### config.mk
export PLATFORM = sky130hd
export DESIGN_NAME = rvc_fetch_aligner
export DESIGN_NICKNAME = d
export VERILOG_FILES = /design/src/rtl/rvc_pkg.sv /design/src/rtl/rvc_expander.sv /design/src/rtl/rvc_fetch_aligner.sv
export SDC_FILE = /design/constraint.sdc
export NUM_CORES = 1
export LEC_CHECK = 0
export ABC_AREA = 0
export BUFFER_PORTS_ARGS = -buffer_cell sky130_fd_sc_hd__buf_2
export CAP_MARGIN = 20
export CELL_PAD_IN_SITES_DETAIL_PLACEMENT = 1
export CELL_PAD_IN_SITES_GLOBAL_PLACEMENT = 2
export CORE_ASPECT_RATIO = 1.4
export CORE_UTILIZATION = 41
export CTS_BUF_LIST = sky130_fd_sc_hd__clkbuf_8
export DETAILED_ROUTE_END_ITERATION = 16
export PLACE_DENSITY_LB_ADDON = 0.1
export RECOVER_POWER = 25
export SLEW_MARGIN = 20
export SYNTH_ARGS = -nofsm -noshare
export SYNTH_HDL_FRONTEND = slang
export SYNTH_SLANG_ARGS = --single-unit
### constraint.sdc
create_clock -name clk -period 12.2 [get_ports clk]
set_input_delay 1.22 -clock clk [delete_from_list [all_inputs] [get_ports clk]]
set_output_delay 1.22 -clock clk [all_outputs]
set_load 0.02 [all_outputs]
### src/rtl/rvc_pkg.sv
// Shared RV32 opcode/funct3 constants and instruction-format encoders
// used by the compressed-instruction expander and the fetch aligner.
package rvc_pkg;

  localparam logic [6:0] OP_IMM = 7'b0010011;
  localparam logic [6:0] OP     = 7'b0110011;
  localparam logic [6:0] LOAD   = 7'b0000011;
  localparam logic [6:0] STORE  = 7'b0100011;
  localparam logic [6:0] BRANCH = 7'b1100011;
  localparam logic [6:0] JAL    = 7'b1101111;
  localparam logic [6:0] JALR   = 7'b1100111;

  localparam logic [2:0] F3_ADD = 3'b000;
  localparam logic [2:0] F3_SLL = 3'b001;
  localparam logic [2:0] F3_LW  = 3'b010;
  localparam logic [2:0] F3_SW  = 3'b010;
  localparam logic [2:0] F3_SR  = 3'b101;
  localparam logic [2:0] F3_AND = 3'b111;
  localparam logic [2:0] F3_BEQ = 3'b000;
  localparam logic [2:0] F3_BNE = 3'b001;

  localparam logic [31:0] NOP = 32'h0000_0013;

  typedef enum logic [1:0] {
    QUAD_C0   = 2'b00,
    QUAD_C1   = 2'b01,
    QUAD_C2   = 2'b10,
    QUAD_NONE = 2'b11
  } rvc_quadrant_e;

  function automatic logic [31:0] enc_i(input logic [11:0] imm, input logic [4:0] rs1,
                                        input logic [2:0] f3, input logic [4:0] rd,
                                        input logic [6:0] op);
    return {imm, rs1, f3, rd, op};
  endfunction

  function automatic logic [31:0] enc_s(input logic [11:0] imm, input logic [4:0] rs2,
                                        input logic [4:0] rs1, input logic [2:0] f3,
                                        input logic [6:0] op);
    return {imm[11:5], rs2, rs1, f3, imm[4:0], op};
  endfunction

  // Branch offset is always even, so only bits [12:1] are carried.
  function automatic logic [31:0] enc_b(input logic [12:1] imm, input logic [4:0] rs2,
                                        input logic [4:0] rs1, input logic [2:0] f3);
    return {imm[12], imm[10:5], rs2, rs1, f3, imm[4:1], imm[11], BRANCH};
  endfunction

  function automatic logic [31:0] enc_j(input logic [20:1] imm, input logic [4:0] rd);
    return {imm[20], imm[10:1], imm[11], imm[19:12], rd, JAL};
  endfunction

  function automatic logic [31:0] enc_r(input logic [4:0] rs2, input logic [4:0] rs1,
                                        input logic [4:0] rd);
    return {7'b0000000, rs2, rs1, F3_ADD, rd, OP};
  endfunction

endpackage

### src/rtl/rvc_expander.sv
// Combinational RV32C-subset expander: one 16-bit parcel in, its 32-bit
// equivalent out; unsupported encodings give instr_o=0 and illegal_o=1.
module rvc_expander
  import rvc_pkg::*;
(
  input  logic [15:0] c_i,
  output logic [31:0] instr_o,
  output logic        illegal_o
);

  logic [4:0]  rd;
  logic [4:0]  rs2;
  logic [4:0]  rdp;
  logic [4:0]  rs2p;
  logic [11:0] imm6_sx;
  logic [11:0] lw_off;
  logic [12:1] b_off;
  logic [20:1] j_off;
  logic [11:0] shamt;

  // Operand and immediate fields, scattered per the compressed formats.
  always_comb begin
    rd      = c_i[11:7];
    rs2     = c_i[6:2];
    rdp     = {2'b01, c_i[9:7]};
    rs2p    = {2'b01, c_i[4:2]};
    imm6_sx = {{7{c_i[12]}}, c_i[6:2]};
    shamt   = {7'b0000000, c_i[6:2]};
    lw_off  = {5'b00000, c_i[5], c_i[12:10], c_i[6], 2'b00};
    b_off   = {{4{c_i[12]}}, c_i[12], c_i[6:5], c_i[2], c_i[11:10], c_i[4:3]};
    j_off   = {{9{c_i[12]}}, c_i[12], c_i[8], c_i[10:9], c_i[6], c_i[7], c_i[2],
               c_i[11], c_i[5:3]};
  end

  always_comb begin
    instr_o   = 32'h0000_0000;
    illegal_o = 1'b1;
    case (rvc_quadrant_e'(c_i[1:0]))
      QUAD_C0: begin
        case (c_i[15:13])
          3'b010: begin
            instr_o   = enc_i(lw_off, rdp, F3_LW, rs2p, LOAD);
            illegal_o = 1'b0;
          end
          3'b110: begin
            instr_o   = enc_s(lw_off, rs2p, rdp, F3_SW, STORE);
            illegal_o = 1'b0;
          end
          default: ;
        endcase
      end
      QUAD_C1: begin
        case (c_i[15:13])
          3'b000: begin
            instr_o   = enc_i(imm6_sx, rd, F3_ADD, rd, OP_IMM);
            illegal_o = 1'b0;
          end
          3'b001: begin
            instr_o   = enc_j(j_off, 5'd1);
            illegal_o = 1'b0;
          end
          3'b101: begin
            instr_o   = enc_j(j_off, 5'd0);
            illegal_o = 1'b0;
          end
          3'b100: begin
            // RV32 shifts with shamt[5] set are reserved.
            case (c_i[11:10])
              2'b00: if (!c_i[12]) begin
                instr_o   = enc_i(shamt, rdp, F3_SR, rdp, OP_IMM);
                illegal_o = 1'b0;
              end
              2'b01: if (!c_i[12]) begin
                instr_o   = enc_i(shamt | 12'h400, rdp, F3_SR, rdp, OP_IMM);
                illegal_o = 1'b0;
              end
              2'b10: begin
                instr_o   = enc_i(imm6_sx, rdp, F3_AND, rdp, OP_IMM);
                illegal_o = 1'b0;
              end
              default: ;
            endcase
          end
          3'b110: begin
            instr_o   = enc_b(b_off, 5'd0, rdp, F3_BEQ);
            illegal_o = 1'b0;
          end
          3'b111: begin
            instr_o   = enc_b(b_off, 5'd0, rdp, F3_BNE);
            illegal_o = 1'b0;
          end
          default: ;
        endcase
      end
      QUAD_C2: begin
        case (c_i[15:13])
          3'b000: if (!c_i[12]) begin
            instr_o   = enc_i(shamt, rd, F3_SLL, rd, OP_IMM);
            illegal_o = 1'b0;
          end
          3'b100: begin
            if (rs2 != 5'd0) begin
              instr_o   = enc_r(rs2, c_i[12] ? rd : 5'd0, rd);
              illegal_o = 1'b0;
            end else if (rd != 5'd0) begin
              instr_o   = enc_i(12'h000, rd, F3_ADD, c_i[12] ? 5'd1 : 5'd0, JALR);
              illegal_o = 1'b0;
            end
          end
          default: ;
        endcase
      end
      default: ;
    endcase
  end

endmodule

### src/rtl/rvc_fetch_aligner.sv
// Halfword queue between the fetch port and ID: realigns fetch blocks into
// one (expanded) instruction per cycle, including blocks straddled by 32-bit ops.
module rvc_fetch_aligner
  import rvc_pkg::*;
#(
  parameter int unsigned FETCH_W  = 32,
  parameter int unsigned DEPTH_HW = 8,
  parameter logic [31:0] RESET_PC = 32'h0000_0000
) (
  input  logic               clk,
  input  logic               rst_n,
  input  logic               flush_i,
  input  logic [31:0]        flush_pc_i,
  input  logic               fetch_valid_i,
  output logic               fetch_ready_o,
  input  logic [FETCH_W-1:0] fetch_data_i,
  output logic               instr_valid_o,
  input  logic               instr_ready_i,
  output logic [31:0]        instr_o,
  output logic [31:0]        instr_pc_o,
  output logic               instr_rvc_o,
  output logic               instr_illegal_o
);

  localparam int unsigned HW_PER_BLK = FETCH_W / 16;
  localparam int unsigned PTR_W      = $clog2(DEPTH_HW);
  localparam int unsigned CNT_W      = PTR_W + 1;
  localparam int unsigned SKIP_W     = $clog2(HW_PER_BLK);

  logic [15:0]       mem_q [DEPTH_HW];
  logic [15:0]       mem_d [DEPTH_HW];
  logic [PTR_W-1:0]  wr_ptr_q, wr_ptr_d;
  logic [PTR_W-1:0]  rd_ptr_q, rd_ptr_d;
  logic [CNT_W-1:0]  count_q, count_d;
  logic [31:0]       pc_q, pc_d;
  logic [SKIP_W-1:0] skip_q, skip_d;

  logic [15:0]      hw0;
  logic [15:0]      hw1;
  logic             is32;
  logic [CNT_W-1:0] head_len;
  logic [CNT_W-1:0] push_len;
  logic             push;
  logic             pop;
  logic [31:0]      exp_instr;
  logic             exp_illegal;
  logic             unused_pc_bit0;

  assign unused_pc_bit0 = flush_pc_i[0];

  rvc_expander u_expander (
    .c_i       (hw0),
    .instr_o   (exp_instr),
    .illegal_o (exp_illegal)
  );

  // Head decode and the unregistered queue-to-output path.
  always_comb begin
    hw0      = mem_q[rd_ptr_q];
    hw1      = mem_q[rd_ptr_q + PTR_W'(1)];
    is32     = (hw0[1:0] == 2'b11);
    head_len = is32 ? CNT_W'(2) : CNT_W'(1);

    fetch_ready_o   = (CNT_W'(DEPTH_HW) - count_q) >= CNT_W'(HW_PER_BLK);
    instr_valid_o   = !flush_i && (count_q >= head_len);
    instr_pc_o      = pc_q;
    instr_rvc_o     = instr_valid_o && !is32;
    instr_illegal_o = instr_valid_o && !is32 && exp_illegal;
    if (!instr_valid_o)  instr_o = NOP;
    else if (is32)       instr_o = {hw1, hw0};
    else                 instr_o = exp_instr;
  end

  // Queue bookkeeping; a flush overrides any push or pop in the same cycle.
  always_comb begin
    push     = fetch_valid_i && fetch_ready_o && !flush_i;
    pop      = instr_valid_o && instr_ready_i;
    push_len = CNT_W'(HW_PER_BLK) - CNT_W'(skip_q);

    mem_d = mem_q;
    for (int unsigned k = 0; k < HW_PER_BLK; k++) begin
      if (push && (k >= 32'(skip_q)))
        mem_d[wr_ptr_q + PTR_W'(k) - PTR_W'(skip_q)] = fetch_data_i[16*k +: 16];
    end

    wr_ptr_d = wr_ptr_q + (push ? PTR_W'(push_len) : PTR_W'(0));
    rd_ptr_d = rd_ptr_q + (pop ? PTR_W'(head_len) : PTR_W'(0));
    count_d  = count_q + (push ? push_len : CNT_W'(0)) - (pop ? head_len : CNT_W'(0));
    pc_d     = pop ? (pc_q + (is32 ? 32'd4 : 32'd2)) : pc_q;
    skip_d   = push ? SKIP_W'(0) : skip_q;

    if (flush_i) begin
      wr_ptr_d = '0;
      rd_ptr_d = '0;
      count_d  = '0;
      pc_d     = {flush_pc_i[31:1], 1'b0};
      skip_d   = flush_pc_i[SKIP_W:1];
    end
  end

  always_ff @(posedge clk) begin
    if (!rst_n) begin
      wr_ptr_q <= '0;
      rd_ptr_q <= '0;
      count_q  <= '0;
      pc_q     <= RESET_PC;
      skip_q   <= RESET_PC[SKIP_W:1];
    end else begin
      wr_ptr_q <= wr_ptr_d;
      rd_ptr_q <= rd_ptr_d;
      count_q  <= count_d;
      pc_q     <= pc_d;
      skip_q   <= skip_d;
    end
  end

  // Payload storage needs no reset: count gates every read.
  always_ff @(posedge clk) begin
    mem_q <= mem_d;
  end

endmodule
==> impl_results.md, run 1 <==
- Status: finished with violations
- Failing checks: max-capacitance violations, max-slew violations
- Initial antenna violation count: 2
- Slew Limit Fails: 167
- Worst-path cell chain: clkbuf_1 -> clkinv_1 -> clkbuf_1 -> nand3_1 -> nor4_1 -> clkbuf_1 -> o21ai_0
- Kind of critical path: in2reg
- Tmin final: 6.74 ns
- H-tree depth: 4
- Vias: 9488
- Layout area overhead: 10.8%
- Sw Ratio: 0.427
- Hold WC Path Type: reg2reg
- CTS buffer count: 17
- Resize count post-CTS: 0
- Critical path depth: 7
- Number of synthesized flops with an enable pin: 0
- Synth warnings: 0
- Critical path capture point type: register
- Drt total wl: 35.6 mm
- Overflow after GRT: 0
- Met1 WL: 15.8 mm
- CP arrival: 7.02 ns
- Total of max-cap violations: 6
- IO buf count: 134
- Clock root buffer: clkbuf_8
- FFs w/ async S/R, synth: 0
- Share of layout cells above drive strength 1: 0.213
- Clock Power Share: 0.172
- Fin worst setup slack: 5.46 ns
- Top_reg_cell synth: dfxtp_1
- Number of nets in the layout: 1360
- Initial core utilization: 0.419
- DP Wirelength: 24.1 mm
- Total track usage: 0.268
- Post-synthesis cell count: 1201
- Drt pass-1 iters: 4
- Final core occ: 0.464
- Clock tree buffer depth: 2
- RD Place Congestion: 0.935
- Worst hold slack: 0.561 ns
- Worst reg2reg path depth: 18
- Logic gate share of total power: 0.485
- Setup TNS: 0 ns
- Slowest CP cell: clkbuf_1
- Worst Hold Depth: 2
- Tot Pwr: 0.00252 W
- Worst skew pair latency: 0.48 ns
- First-pass GRT wire length: 56.2 mm
- NetSw: 0.00108 W
- WL/cell: 22.2 µm
- Mapped Nets: 1294
- I/O Pins: 137
- RSZ-0062 raised after global routing: no
- Die area: 0.0274 mm²
- Max VDD drop: 0.0874 mV
- Setup violators final: 0
- Vias per cell: 5.91
- Initial drt markers: 434
- Met2 Routed Length: 17.7 mm
- Clock slew seen by the registers of the worst setup and hold paths: 0.10 ns
- Fill count: 3081
- Sequential area share after synthesis: 0.310
- FP Rows: 70
- Pleak: 4.65 nW
- Vias in the first global route: 9801
- Clock sink total: 170
- Endpoints failing hold: 0
- Worst Skew: 0.0162 ns
- CP Data Required Time: 12.48 ns
- Register area: 0.00341 mm²
- Multi-input gate area: 0.00704 mm²
- Tcrit/Tclk final: 0.553
- Chip width: 140 µm
- Cell Int Power: 0.00145 W
- FMAX: 148 MHz
- Sequential Power Share: 0.343
- Maximum number of pins on one net before global-route repair: 66
- Place WS: 6.42 ns
- Post-Syn Area per Cell: 9.13 µm²
- CORE AREA: 0.0262 mm²
- Worst Tran Pin Value: 2.49 ns
- Met3 wire len: 1.42 mm
- Top Metal Used: met5
- Crit start category: input pin
- Most common cell type on the critical path: clkbuf_1
- Hold_buf cts: 0
- DRC viols: 0
- P per Cell Area: 207 mW/mm²
- Top delay family on crit path: buffers and inverters
- CP max FO: 65
- CTS tree: built
- Die height: 196 µm
- Max-slew headroom: -0.659
- Antenna viol nets, final: 0
- Library cells used by synthesis: 70
- Critical path's largest stage delay: 1.77 ns
- Mapped cell area: 0.0110 mm²
- Post-CTS setup buffer count: 0
- Buf/Inv on CP: 4
- FF+latch count, synth: 170
==> worst min-delay path, cell delays in order (launching register included) <==
cell and delay [ns]:
dfxtp_1 0.33, mux2i_1 0.13, o21ai_1 0.07
==> synth_stat cells (23+ instances only) <==
cell type / n / area [µm²]
a21oi_1: 45 / 225
clkbuf_1: 64 / 240
dfxtp_1: 170 / 3400
inv_1: 24 / 90.1
mux2_2: 23 / 259
mux2i_1: 142 / 1420
mux4_2: 62 / 1400
nand2_1: 184 / 691
nor2_1: 34 / 128
o21ai_0: 171 / 856
xnor2_1: 26 / 228
==> cell type report <==
type,instances,share of cell area
clock buffer,19,0.0215
inverter,25,0.00772
multi-input combinational,894,0.579
clock inverter,13,0.0123
sequential,170,0.281
timing repair buffer,159,0.0655
tap,324,0.0334
antenna,1,0.000206
==> cell usage in the layout (no fill, tap or decap), types with 26 or more instances in the layout <==
cell,n
nand2_1,184
o21ai_0,171
a21oi_1,45
mux4_2,62
xnor2_1,26
inv_1,26
dfxtp_1,167
clkbuf_1,38
nor2_1,34
buf_2,102
mux2i_1,142
==> worst paths after layout <==
path	start	to	slack, ns
max reg2reg	rd_ptr_q[1]$_SDFF_PP0_	count_q[2]$_SDFF_PP0_	6.69
min reg2reg	mem_q[110]$_DFF_P_	mem_q[110]$_DFF_P_	0.56
max	flush_i	mem_q[62]$_DFF_P_	5.46
min	mem_q[110]$_DFF_P_	mem_q[110]$_DFF_P_	0.56
==> cells by family after synthesis <==
family	Yosys count	synth area share
and+or+nand+nor	322	0.139
muxes	232	0.289
adders and majority gates	24	0.0308
other	1	0.000342
xor gates and xnor gates	36	0.0287
buffers and inverters	137	0.0542
AOI/OAI and AO/OA	279	0.148
DFF	170	0.310
==> flip-flops by register name (all words and copies together) (netlist names) <==
signal and cells:
mem_q 128, instr_pc_o 31, count_q 4, rd_ptr_q 3, wr_ptr_q 3, skip_q 1
==> power by group through the flow <==
stage | clock network [W] | registers [W] | logic [W]
2_1_floorplan | 0 | 0.000831 | 0.000888
3_3_place_gp | 0 | 0.000861 | 0.00120
3_5_place_dp | 0 | 0.000876 | 0.00122
4_1_cts | 0.000446 | 0.000864 | 0.00123
5_1_grt | 0.000469 | 0.000888 | 0.00133
6_report | 0.000433 | 0.000865 | 0.00122
==> stage by stage <==
stage               instances  cell area [µm²]
global placement         1572            11800
detailed placement       1572            11800
floorplan                1201            11000
finish                   1605            12200
global route             1605            12200
CTS                      1604            12200
==> layer usage <==
layer,up-vias,global-route usage
li1,4471,-
met1,4764,0.336
met2,204,0.465
met3,47,0.0471
met4,2,0.0810
met5,-,0
Power figures use the tool's default switching activity.
==> run 2, diff against run 1 <==
Settings changed: CORE_UTILIZATION 41 to 38.
Clock period 12.2 ns to 6.8 ns, I/O delays scaled along.
==> impl_results.md, run 2 (synthesized netlist as in run 1, its figures left out) <==
- Antenna viol nets, final: 0 (unchanged)
- Most frequent cells in the layout: 184 x nand2_1, 171 x o21ai_0, 167 x dfxtp_1
- Pleak: 4.64 nW (-0.25%)
- Max VDD drop: 0.157 mV (+79%)
- CORE AREA: 0.0284 mm² (+8.5%)
- CTS tree: built
- Worst reg2reg path depth: 17 (-1)
- RSZ-0062 raised after global routing: no
- Worst-path cell chain: mux4_2 -> mux2_2 -> nand2_1 -> ha_1 -> nand2b_1 -> a21oi_1 -> o21ai_1 -> buf_4 -> nand2_1 -> inv_1 -> nand2_1 -> or4_1 -> buf_2
- Slowest CP cell: inv_1
- Initial core utilization: 0.386 (-0.0327)
- Total track usage: 0.252 (-0.0158)
- RD Place Congestion: 0.913 (-2.3%)
- Worst Hold Depth: 2 (unchanged)
- Final core occ: 0.430 (-0.0338)
- Slew Limit Fails: 66 (-60%)
- Post-CTS setup buffer count: 0 (unchanged)
- Initial antenna violation count: 4 (+2)
- Hold wc startpoint: flush_pc_i[11]
- Resize count post-CTS: 0 (unchanged)
- Worst Skew: 0.0152 ns (-0.000970 ns)
- R2R Path End: count_q[2]$_SDFF_PP0_
- Worst Tran Pin Value: 2.56 ns (+0.0744 ns)
- Max-slew headroom: -0.709 (-0.0496)
- Fin cells: 1656 (+3.2%)
- Vias in the first global route: 9798 (-0.031%)
- H-tree depth: 4 (unchanged)
- Top Metal Used: met5
- Tmin final: 5.82 ns
- WL/cell: 21.8 µm (-1.7%)
- Tcrit/Tclk final: 0.856
- Reg2Reg Launch Point: rd_ptr_q[0]$_SDFF_PP0_
- Fill count: 3332 (+8.1%)
- DRC viols: 0 (unchanged)
- Vias: 9420 (-0.72%)
- First-pass GRT wire length: 57.0 mm (+1.4%)
- Clock root buffer: clkbuf_8
- IO buf count: 134 (unchanged)
- Crit start category: register
- Critical path capture point type: output port
- Tot Pwr: 0.00452 W (+79%)
- Clock tree buffer depth: 2 (unchanged)
- Cells after DPL: 1623 (+3.2%)
- Layout area overhead: 11.4%
- Met1 WL: 16.0 mm (+1.3%)
- Hold WC Path Type: in2reg
- Hold_buf cts: 0 (unchanged)
- Worst skew pair latency: 0.49 ns (about the same)
- Failing checks: max-capacitance violations, max-slew violations
- Maximum number of pins on one net before global-route repair: 66 (unchanged)
- CP Data Required Time: 6.12 ns (-6.36 ns)
- Most common cell after layout, fill and taps aside: nand2_1
- FP Rows: 73 (+4.3%)
- Overflow after GRT: 0 (unchanged)
- Endpoints failing hold: 0 (unchanged)
- Initial drt markers: 435 (+0.23%)
- Met2 Routed Length: 17.7 mm (+0.13%)
- CP max FO: 30 (-54%)
- Number of nets in the layout: 1360 (unchanged)
- CP arrival: 5.14 ns (-1.88 ns)
- Kind of critical path: reg2out
- Biggest register: mem_q
- Register area: 0.00341 mm² (unchanged)
- Setup TNS: 0 ns (unchanged)
- Clock slew seen by the registers of the worst setup and hold paths: 0.10 ns (about the same)
- Drt total wl: 36.1 mm (+1.4%)
- Place WS: 1.28 ns (-5.14 ns)
- P per Cell Area: 370 mW/mm² (+78%)
- Multi-input gate area: 0.00703 mm² (about the same)
- Die area: 0.0296 mm² (+7.8%)
- CTS buffer count: 17 (unchanged)
- Critical path's largest stage delay: 0.74 ns (-1.03 ns)
- Die height: 203 µm (+3.8%)
- I/O Pins: 137 (unchanged)
- Met3 wire len: 1.70 mm (+20%)
- Chip width: 146 µm (+3.8%)
- DP Wirelength: 24.6 mm (+1.8%)
- Hold Path End: instr_pc_o[11]$_SDFFE_PN0P_
- Fin worst setup slack: 0.979 ns (-4.48 ns)
- Most common cell type on the critical path: nand2_1
- Largest register FFs: 128 (unchanged)
- Status: finished with violations
- Setup violators final: 0 (unchanged)
- Drt pass-1 iters: 4 (unchanged)
- Share of layout cells above drive strength 1: 0.219 (+0.00547)
- FMAX: 172 MHz
- Total of max-cap violations: 1 (-5)
- Vias per cell: 5.69 (-3.8%)
- Flop-to-flop setup slack: 1.27 ns (-5.42 ns)
- Clock sink total: 170 (unchanged)
[run 2: changes by cell type in the layout (fill, tap and decap cells not counted)]
cell	change
clkbuf_8	-1
clkbuf_2	+2
buf_4	+3
clkinv_4	+1
inv_1	-3
nor4_2	-1
inv_6	+2
bufinv_16	-1
clkbuf_1	-5
inv_8	+1
clkinvlp_4	+4
clkinv_2	-3
nor4_1	+1
[run 2: final cells by class]
type	instances	share of cell area
Tap cell	375	0.0384
Antenna cell	1	0.000205
Sequential cell	170	0.279
Clock inverter	14	0.0131
Clock buffer	18	0.0203
Timing Repair Buffer	159	0.0662
Multi-Input combinational cell	894	0.575
Inverter	25	0.00768
[run 2: metrics by stage]
step           hold WS (ns)  cell area, µm²
3_3_place_gp          0.529           11900
2_1_floorplan         0.503           11000
3_5_place_dp          0.547           11900
5_1_grt               0.381           12200
6_report              0.411           12200
4_1_cts               0.374           12300
[run 2: layer usage]
metal | vias to the layer above | global-route usage
met5 | - | 0
li1 | 4488 | -
met4 | 4 | 0.0789
met1 | 4639 | 0.317
met2 | 246 | 0.434
met3 | 43 | 0.0472
[run 2: worst max-delay path: cells and delay by family, from the launching register on]
kind / cells / cell delay (ns)
simple gates: 5 / 1.52
flops: 1 / 0.68
mux: 2 / 1.01
fa+ha+maj: 1 / 0.13
buf+inv: 3 / 1.10
compound gates: 2 / 0.19
[run 2: worst max path at each step]
stage                      startpoint               endpoint  slack, ns  cells past startpoint
3_5_place_dp   rd_ptr_q[0]$_SDFF_PP0_  count_q[2]$_SDFF_PP0_       1.28                     17
3_3_place_gp   rd_ptr_q[0]$_SDFF_PP0_  count_q[2]$_SDFF_PP0_       1.36                     17
4_1_cts        rd_ptr_q[0]$_SDFF_PP0_             instr_o[0]       0.91                     13
2_1_floorplan  rd_ptr_q[0]$_SDFF_PP0_            instr_o[19]       2.04                     15
5_1_grt                       flush_i  count_q[3]$_SDFF_PP0_       0.46                     13
6_report       rd_ptr_q[0]$_SDFF_PP0_             instr_o[0]       0.98                     13
[run 2: power by group]
group	internal, W	total, W	switching, W
Sequential	0.00131	0.00155	0.000242
Clock	0.000343	0.000767	0.000424
Combinational	0.000904	0.00220	0.00130
Total	0.00256	0.00452	0.00196
